**config.mk**
```make
export PLATFORM = sky130hd
export DESIGN_NAME = sevenseg_scan_n
export DESIGN_NICKNAME = d
export VERILOG_FILES = /design/src/rtl/sevenseg_pkg.sv /design/src/rtl/sevenseg_scan_n_bin2bcd.sv /design/src/rtl/sevenseg_scan_n.sv
export SDC_FILE = /design/constraint.sdc
export NUM_CORES = 1
export LEC_CHECK = 0
export BUFFER_PORTS_ARGS = -buffer_cell sky130_fd_sc_hd__buf_2
export CAP_MARGIN = 20
export CORE_UTILIZATION = 50
export CTS_CLUSTER_SIZE = 25
export DETAILED_ROUTE_END_ITERATION = 7
export HOLD_SLACK_MARGIN = 0.12
export PLACE_DENSITY = 0.67
export SLEW_MARGIN = 20
export SYNTH_ARGS = -nofsm -noshare
export SYNTH_HDL_FRONTEND = slang
export SYNTH_SLANG_ARGS = --single-unit
export TNS_END_PERCENT = 100
```
**constraint.sdc**
```tcl
create_clock -name clk -period 3.55 [get_ports clk]
set_input_delay 0.8875 -clock clk [delete_from_list [all_inputs] [get_ports clk]]
set_output_delay 0.8875 -clock clk [all_outputs]
set_load 0.1 [all_outputs]
```
**src/rtl/sevenseg_pkg.sv**
```systemverilog
// Shared types, segment patterns and sizing helpers for the 7-segment scan driver.
// Optional leading-zero blanking is enabled with SEVENSEG_LZ_BLANK_EN.
package sevenseg_pkg;

    typedef logic [6:0] seg_pattern_t;

    typedef enum logic [1:0] {
        ST_IDLE,
        ST_SHIFT,
        ST_COMMIT
    } conv_state_t;

    localparam seg_pattern_t SEG_BLANK = 7'h7F;
    localparam seg_pattern_t SEG_DASH  = 7'b1111110;

    // Active-low {a,b,c,d,e,f,g} for decimal digits 0..9
    localparam seg_pattern_t SEG_DIGIT [0:9] = '{
        7'b0000001,
        7'b1001111,
        7'b0010010,
        7'b0000110,
        7'b1001100,
        7'b0100100,
        7'b0100000,
        7'b0001111,
        7'b0000000,
        7'b0000100
    };

    function automatic seg_pattern_t seg_decode(input logic [3:0] nib);
        seg_pattern_t pat;
        pat = SEG_BLANK;
        for (int i = 0; i < 10; i++) begin
            if (nib == 4'(i)) begin
                pat = SEG_DIGIT[i];
            end
        end
        return pat;
    endfunction

    // ceil(width * log10(2)) in fixed point
    function automatic int bcd_digits(input int width);
        return (width * 30103 + 99999) / 100000;
    endfunction

endpackage

```
**src/rtl/sevenseg_scan_n_bin2bcd.sv**
```systemverilog
// Sequential shift-add-3 binary-to-BCD converter, one bit per cycle,
// with a valid/ready load port and a one-cycle done pulse in COMMIT.
module bin2bcd_seq
    import sevenseg_pkg::*;
#(
    parameter int WIDTH      = 16,
    parameter int BCD_DIGITS = 5
) (
    input  logic                    clk,
    input  logic                    rst_n,
    input  logic                    load_valid,
    input  logic [WIDTH-1:0]        load_value,
    output logic                    load_ready,
    output logic [4*BCD_DIGITS-1:0] bcd,
    output logic                    done
);

    localparam int BW = 4 * BCD_DIGITS;
    localparam int CW = $clog2(WIDTH + 1);

    conv_state_t      state;
    logic [WIDTH-1:0] bin;
    logic [CW-1:0]    cnt;
    logic [BW-1:0]    bcd_adj;

    always_comb begin
        bcd_adj = bcd;
        for (int i = 0; i < BCD_DIGITS; i++) begin
            if (bcd[4*i +: 4] >= 4'd5) begin
                bcd_adj[4*i +: 4] = bcd[4*i +: 4] + 4'd3;
            end
        end
    end

    always_ff @(posedge clk or negedge rst_n) begin
        if (!rst_n) begin
            state      <= ST_IDLE;
            bin        <= '0;
            bcd        <= '0;
            cnt        <= '0;
            load_ready <= 1'b1;
            done       <= 1'b0;
        end else begin
            done <= 1'b0;
            unique case (state)
                ST_IDLE: begin
                    if (load_valid) begin
                        bin        <= load_value;
                        bcd        <= '0;
                        cnt        <= '0;
                        load_ready <= 1'b0;
                        state      <= ST_SHIFT;
                    end
                end
                ST_SHIFT: begin
                    bcd <= {bcd_adj[BW-2:0], bin[WIDTH-1]};
                    bin <= bin << 1;
                    cnt <= cnt + 1'b1;
                    if (cnt == CW'(WIDTH - 1)) begin
                        state <= ST_COMMIT;
                        done  <= 1'b1;
                    end
                end
                ST_COMMIT: begin
                    state      <= ST_IDLE;
                    load_ready <= 1'b1;
                end
                default: begin
                    state      <= ST_IDLE;
                    load_ready <= 1'b1;
                end
            endcase
        end
    end

endmodule

```
**src/rtl/sevenseg_scan_n.sv**
```systemverilog
// Multi-digit 7-segment scan driver with on-board sequential binary-to-BCD.
// Define SEVENSEG_LZ_BLANK_EN to blank leading zero digits.
module sevenseg_scan_n
    import sevenseg_pkg::*;
#(
    parameter int NUM_DIGITS   = 4,
    parameter int WIDTH        = 16,
    parameter int REFRESH_BITS = 19
) (
    input  logic                  clk,
    input  logic                  rst_n,
    input  logic                  load_valid,
    input  logic [WIDTH-1:0]      load_value,
    output logic                  load_ready,
    output logic [NUM_DIGITS-1:0] anode_n,
    output logic [6:0]            seg_n,
    output logic                  overflow
);

    localparam int BCD_DIGITS = bcd_digits(WIDTH);
    localparam int ALL_DIGITS = (BCD_DIGITS > NUM_DIGITS) ? BCD_DIGITS : NUM_DIGITS;
    localparam int IDX_W      = (NUM_DIGITS > 1) ? $clog2(NUM_DIGITS) : 1;
    localparam int DW         = 4 * NUM_DIGITS;

    logic [4*BCD_DIGITS-1:0] bcd;
    logic                    done;
    logic [4*ALL_DIGITS-1:0] bcd_ext;
    logic                    hi_nz;

    logic [DW-1:0]           disp;
    logic [REFRESH_BITS-1:0] presc;
    logic [IDX_W-1:0]        idx;

    logic [3:0]              nib;
    logic [NUM_DIGITS-1:0]   anode_d;
    seg_pattern_t            seg_d;

    bin2bcd_seq #(
        .WIDTH      (WIDTH),
        .BCD_DIGITS (BCD_DIGITS)
    ) u_conv (
        .clk        (clk),
        .rst_n      (rst_n),
        .load_valid (load_valid),
        .load_value (load_value),
        .load_ready (load_ready),
        .bcd        (bcd),
        .done       (done)
    );

    // Zero-extend so the display can be wider than the converter
    always_comb begin
        bcd_ext = '0;
        bcd_ext[4*BCD_DIGITS-1:0] = bcd;
        hi_nz = 1'b0;
        for (int i = NUM_DIGITS; i < ALL_DIGITS; i++) begin
            hi_nz = hi_nz | (|bcd_ext[4*i +: 4]);
        end
    end

    always_ff @(posedge clk or negedge rst_n) begin
        if (!rst_n) begin
            disp     <= '0;
            overflow <= 1'b0;
        end else if (done) begin
            disp     <= bcd_ext[DW-1:0];
            overflow <= hi_nz;
        end
    end

    always_ff @(posedge clk or negedge rst_n) begin
        if (!rst_n) begin
            presc <= '0;
            idx   <= IDX_W'(NUM_DIGITS - 1);
        end else begin
            presc <= presc + 1'b1;
            if (&presc) begin
                idx <= (idx == '0) ? IDX_W'(NUM_DIGITS - 1) : idx - 1'b1;
            end
        end
    end

`ifdef SEVENSEG_LZ_BLANK_EN
    logic lead_zero;

    always_comb begin
        lead_zero = (idx != '0);
        for (int i = 0; i < NUM_DIGITS; i++) begin
            if (IDX_W'(i) >= idx && disp[4*i +: 4] != 4'd0) begin
                lead_zero = 1'b0;
            end
        end
    end
`endif

    always_comb begin
        nib     = '0;
        anode_d = '1;
        for (int i = 0; i < NUM_DIGITS; i++) begin
            if (idx == IDX_W'(i)) begin
                nib        = disp[4*i +: 4];
                anode_d[i] = 1'b0;
            end
        end
        seg_d = seg_decode(nib);
`ifdef SEVENSEG_LZ_BLANK_EN
        if (lead_zero) begin
            seg_d = SEG_BLANK;
        end
`endif
        if (overflow) begin
            seg_d = SEG_DASH;
        end
    end

    always_ff @(posedge clk or negedge rst_n) begin
        if (!rst_n) begin
            anode_n <= '1;
            seg_n   <= SEG_BLANK;
        end else begin
            anode_n <= anode_d;
            seg_n   <= seg_d;
        end
    end

endmodule
```
* Word level (Yosys, flattened, before mapping) *
Cells that the tools add are included.

cells by class
  reduce and logical (&&, ||, !) cells = 9
  muxes and demuxes = 38
  bitwise logic cells = 1
  magnitude comparators = 5
  equal/unequal tests = 16
  add/sub/neg operators = 8

operator list
  kind                                                  number
  two-way mux 7 bit                                     11
  one-hot mux 20 bit (2 select lines)                   1
  two-way mux 4 bit                                     8
  one-hot mux 16 bit (2 select lines)                   1
  >= comparator 4 x 3 -> 1 bit (second input constant)  5
  two-way mux 20 bit                                    1
  adder 19 x 1 -> 19 bit (second input constant)        1
  AND reduction 19 bit                                  1
  adder 4 x 2 -> 4 bit (second input constant)          4
  == test 4 x 3 -> 1 bit (second input constant)        4
  two-way mux 16 bit                                    1
  one-hot mux 5 bit (2 select lines)                    1
  == test 4 x 2 -> 1 bit (second input constant)        2
  == test 4 bit (second input constant)                 2
  two-way mux 1 bit                                     7
  two-way mux 2 bit                                     3
  AND reduction 2 bit                                   3
  adder 5 x 1 -> 5 bit (second input constant)          1
  == test 5 x 4 -> 1 bit (second input constant)        1
  two-way mux 5 bit                                     1
  == test 2 x 1 -> 1 bit (second input constant)        2
  == test 2 bit (second input constant)                 2
  == test 4 x 1 -> 1 bit (second input constant)        1
  logical NOT 2 bit                                     2
  other kinds (11)                                      11

storage, ports and cells
  word-level logic and storage cells = 89
  register bits = 94

* Logic depth before layout (Yosys ltp) *
  depth in word-level cells = 17
  gate-level depth with buffers = 7

* Cells and area by module *
A second synthesis with hierarchy kept.

second synthesis, totals
  cells, all modules = 430
  area, all modules = 4675.7 um^2

modules (own cells, without submodules)
  module           seq. area each (um^2)  cells an instance  times used  area each (um^2)
  bin2bcd_seq      1127.3                 249                1           2464.9
  sevenseg_scan_n  1242.4                 181                1           2210.9

* Worst setup path before layout *
OpenSTA, ideal clock, no wires.

  kind = reg-to-reg
  from = reg idx[0]
  to = reg seg_n[3]
  stages on the path, launching flop included = 8
  path buffers = 0
  arrival time = 1.855 ns
  period minus slack after synthesis = 1.938 ns
  slack = 1.612 ns
  setup time = 0.083 ns
  cells stage by stage = dfstp_2 > inv_1 > ha_1 > or2_1 > a221o_1 > a22oi_2 > and2_1 > o21ai_1

on the way
  longest elaborated chain between the ends = 17
  elaborated cells on any way between the ends = 29
  classes of those cells = eq/ne (12); mux (15); reduce/logical (2)

ends and longest elaborated chain
  item                             line                    RTL
  from (decl)                      sevenseg_scan_n.sv:32   logic [IDX_W-1:0] idx;
  from (signal assigned)           sevenseg_scan_n.sv:74   idx <= IDX_W'(NUM_DIGITS - 1);
  from (signal assigned)           sevenseg_scan_n.sv:78   idx <= (idx == '0) ? IDX_W'(NUM_DIGITS - 1) : idx - 1'b1;
  logical NOT 2 bit                sevenseg_scan_n.sv:100  if (idx == IDX_W'(i)) begin
  two-way mux 4 bit (3 in series)  sevenseg_scan_n.sv:100
  two-way mux 4 bit (*)            sevenseg_scan_n.sv:100
  logical NOT 4 bit                sevenseg_pkg.sv:34      if (nib == 4'(i)) begin
  two-way mux 7 bit (9 in series)  sevenseg_pkg.sv:34
  two-way mux 7 bit (*)            sevenseg_pkg.sv:34
  two-way mux 7 bit (*)            sevenseg_scan_n.sv:111  if (overflow) begin
  via seg_d[3]                     sevenseg_scan_n.sv:36   seg_pattern_t seg_d;
  to (signal assigned)             sevenseg_scan_n.sv:122  seg_n <= seg_d;
  to (decl)                        sevenseg_scan_n.sv:16   output logic [6:0] seg_n,

The timed path passes the listed nets; every way through them passes the cells marked *.
A chain may end at the register's enable or synchronous reset.

* Worst setup path after layout *
  from = reg overflow
  to = out overflow

RTL lines
  item                    line                   RTL
  from (decl)             sevenseg_scan_n.sv:17  output logic overflow
  from (signal assigned)  sevenseg_scan_n.sv:67  overflow <= hi_nz;

No word-level cell between the ends.

==> impl_metrics.py <==
metrics = {
    "sta": {
        "grt_setup_unrepaired": "false",
        "timing.final.max_slew_violations": 0,
        "max_freq_mhz": 437,
        "setup_tns_ps": 0,
        "timing.final.setup_violations": 0,
        "clock-skew-final_ps": 7.85,
        "hold_violations": 0,
        "post-route-period-util_pct": 64.4,
        "max_slew.worst_pin.slew_ps": 836,
        "final.min_clock_period_ps": 2290,
        "timing.max_slew.rel_slack_pct": 44.3,
    },
    "routing": {
        "drt_first_pass_iters": 4,
        "drt_wl_total_mm": 7.80,
        "drt_drc_violations_left": 0,
        "antenna_left": 0,
        "avgRoutedWirePerCell_um": 14.3,
        "via_count": 3071,
        "routed_via_density": 5.62,
        "initial_drt_markers": 185,
    },
    "grt": {
        "grt_pass1_wl_mm": 13.9,
        "globalRoute.totalOverflow": 0,
        "groute.usage.overall_pct": 19.9,
        "largest_net_degree_at_the_start_of_global_routing": 87,
        "grt_antenna_before_repair": 0,
        "first_global_vias": 3022,
    },
    "synth": {
        "synth_top_area_share_pct": 45.3,
        "avgSynthCellArea_um2": 10.9,
        "synth-seq-cells": 94,
        "post_synth_inst_count": 406,
        "synth_commonest_cells": "dfrtp_1 (80), o21ai_0 (32), nand2_1 (27)",
        "synth.net_count": 443,
        "synth.distinct_cells": 48,
        "synthFlopType": "dfrtp_1",
        "synth_area_leaders": "dfrtp_1 (45%), dfstp_2 (8.3%), ha_1 (5.1%), o21ai_0 (3.6%), mux2_2 (3.6%)",
        "synth-warning-count": 0,
        "synth_enable_flop_cells": 0,
        "netlist_area_um2": 4420,
        "yosysTopAreaCell": "dfrtp_1",
        "ys_seq_area_share_pct": 53.7,
        "ys_async_sr_fraction_pct": 100,
        "synthMostInstantiatedCell": "dfrtp_1",
    },
    "clock_network": {
        "post_cts_repair_setup_buffers": 0,
        "clk_latency_ps": 370,
        "clk_transition_reported_paths_ps": 90,
        "cts_root_buf": "clkbuf_8",
        "cts_made_buffers": 9,
        "clock_sink_count": 94,
        "ctsResizeCount": 0,
        "clock_tree_from_tritoncts": "yes",
        "cts_hold_repair.buffers": 0,
        "cts_max_path_buffers": 2,
        "cts.htree.levels": 3,
    },
    "floorplan": {
        "die_w_um": 96.0,
        "design.die.area_um2": 9210,
        "die_height_um": 96.0,
        "core_area_um2": 8380,
        "row_count": 33,
        "start_util_pct": 52.7,
        "i_o_pin_count": 32,
    },
    "placed_design": {
        "place.gp.congestion": 0.799,
        "detailedPlacementHpwl_mm": 5.25,
        "port_buffers": 31,
        "post_placement_cell_count": 530,
    },
    "worst_setup_path": {
        "crit_buf_inv": 1,
        "timing.critical_path.cells": "buf_2",
        "cpLargestDelayFamily": "flip-flops",
        "cp_max_fo": 9,
        "cpPeakStageDelay_ps": 530,
        "setup.worst_path.start_class": "flop",
        "worst_ep_required_time_ps": 2660,
        "crit_type": "flop to output pin",
        "cp-end-kind": "output pin",
        "cpMaxStageDelayCell": "dfrtp_1",
        "cp.arrival_ps": 1400,
    },
    "final_layout": {
        "instances_no_fill": 546,
        "antenna-diode-count": 0,
        "drive_above_1_share_pct": 19.3,
        "area_growth_syn_to_layout_pct": 10.9,
        "final_nets": 473,
        "num-fill-cells": 733,
    },
    "power": {
        "comb_power_share_pct": 38.9,
        "p_leak_nw": 2.21,
        "p_switching_mw": 1.65,
        "power_frac_seq_pct": 41.6,
        "cellInternalPower_mw": 2.39,
        "vdd_drop_max_v": 0.000441,
        "switching_share_pct": 40.8,
        "power-per-cell-area_nw_per_um2": 826,
        "clockPowerShare_pct": 19.5,
    },
    "worst_hold_path": {
        "min-delay-path-class": "flop to flop",
    },
    "run": {
        "drv.max_cap_violation_count": 0,
    },
    "status": {
        "outcome": "finished, final reports clean",
    },
}
-- final timing paths --
kind	startpoint	end	slack [ps]	depth (start not counted)
max reg2reg	idx[1]	seg_n[3]	1410	7
max in group asynchronous	rst_n	anode_n[1]	2310	2
min reg2reg	presc[18]	presc[18]	470	1
min in group asynchronous	rst_n	disp[11]	550	1
max	overflow	overflow	1260	1
min	presc[18]	presc[18]	470	1
-- registers in the layout (all words and copies together) (netlist names), 2 cells and up --
| signal | flops |
|---|---|
| disp | 16 |
| anode_n | 4 |
| seg_n | 7 |
| u_conv.cnt | 5 |
| idx | 2 |
| presc | 19 |
| u_conv.state | 2 |
| u_conv.bcd | 20 |
| u_conv.bin | 16 |
-- cells in the final DEF (no fill, tap or decap), types with 3 or more instances in the layout --
cell      netlist  final
dfrtp_1        80     80
o21ai_0        32     32
buf_2           3     30
nand2_1        27     27
inv_1          22     22
a21oi_1        21     21
nor2_1         20     20
ha_1           18     18
xnor2_1        17     17
a22oi_1        15     15
mux2_2         14     14
dfstp_2        14     14
nor2b_1        12     12
nand3_1        11     11
xor2_1          9      9
clkbuf_8        0      9
nand2b_1        8      8
o22ai_1         7      7
a32o_1          6      6
o31ai_1         5      5
o21ai_1         4      4
and4_1          4      4
o32ai_1         4      4
buf_4           0      4
a21o_1          3      3
and2_1          3      3
a31oi_1         3      3
-- through the flow --
step	instance area (um2)	setup slack, ps	utilization [%]	power [mW]	hold WS (ps)
6_report	4890	1260	58.4	4.04	468
5_1_grt	4890	1190	58.4	4.34	481
4_1_cts	4890	1220	58.4	4.07	473
3_5_place_dp	4670	1280	55.7	3.28	459
3_3_place_gp	4670	1290	55.7	3.23	453
2_1_floorplan	4420	1610	-	2.95	437
-- cells by family after synthesis --
kind of cell	after synthesis	share of synthesized area [%]
xor+xnor	26	5.16
buf+inv	38	3.32
simple gates	99	11.5
mux	16	4.02
flops	94	53.7
compound gates	115	17.2
fa+ha+maj	18	5.10
-- area by class of cell --
| cell class | count | area, um2 | share of cell area, % |
|---|---|---|---|
| clock buffer | 9 | 124 | 2.53 |
| clock inverter | 7 | 96.3 | 1.97 |
| inverter | 22 | 82.6 | 1.69 |
| multi-input combinational | 274 | 1900 | 38.8 |
| sequential | 94 | 2370 | 48.4 |
| tap | 105 | 131 | 2.68 |
| timing repair buffer | 35 | 191 | 3.91 |
-- metal layers --
metal,up-vias,GRT usage (%),wire (um)
met1,1513,26.5,3760
met2,45,31.3,3680
met5,-,0,0
li1,1499,-,-
met3,14,4.03,204
met4,0,9.08,161
-- power groups by stage --
stage | Combinational [mW] | Clock, mW | Sequential [mW]
final | 1.57 | 0.786 | 1.68
after global routing | 1.75 | 0.852 | 1.74
after CTS | 1.58 | 0.809 | 1.69
after detailed placement | 1.57 | 0 | 1.71
after global placement | 1.53 | 0 | 1.70
after floorplan | 0.994 | 0 | 1.95
-- worst reg2reg max path, cell delays in order (launching register included) --
cell and delay (ps):
dfstp_2 550, inv_1 70, ha_1 260, nand3b_1 210, a221oi_2 440, a21bo_1 270, a31oi_1 180, o21ai_1 90
Note: power is estimated with default switching activity, not from simulation.
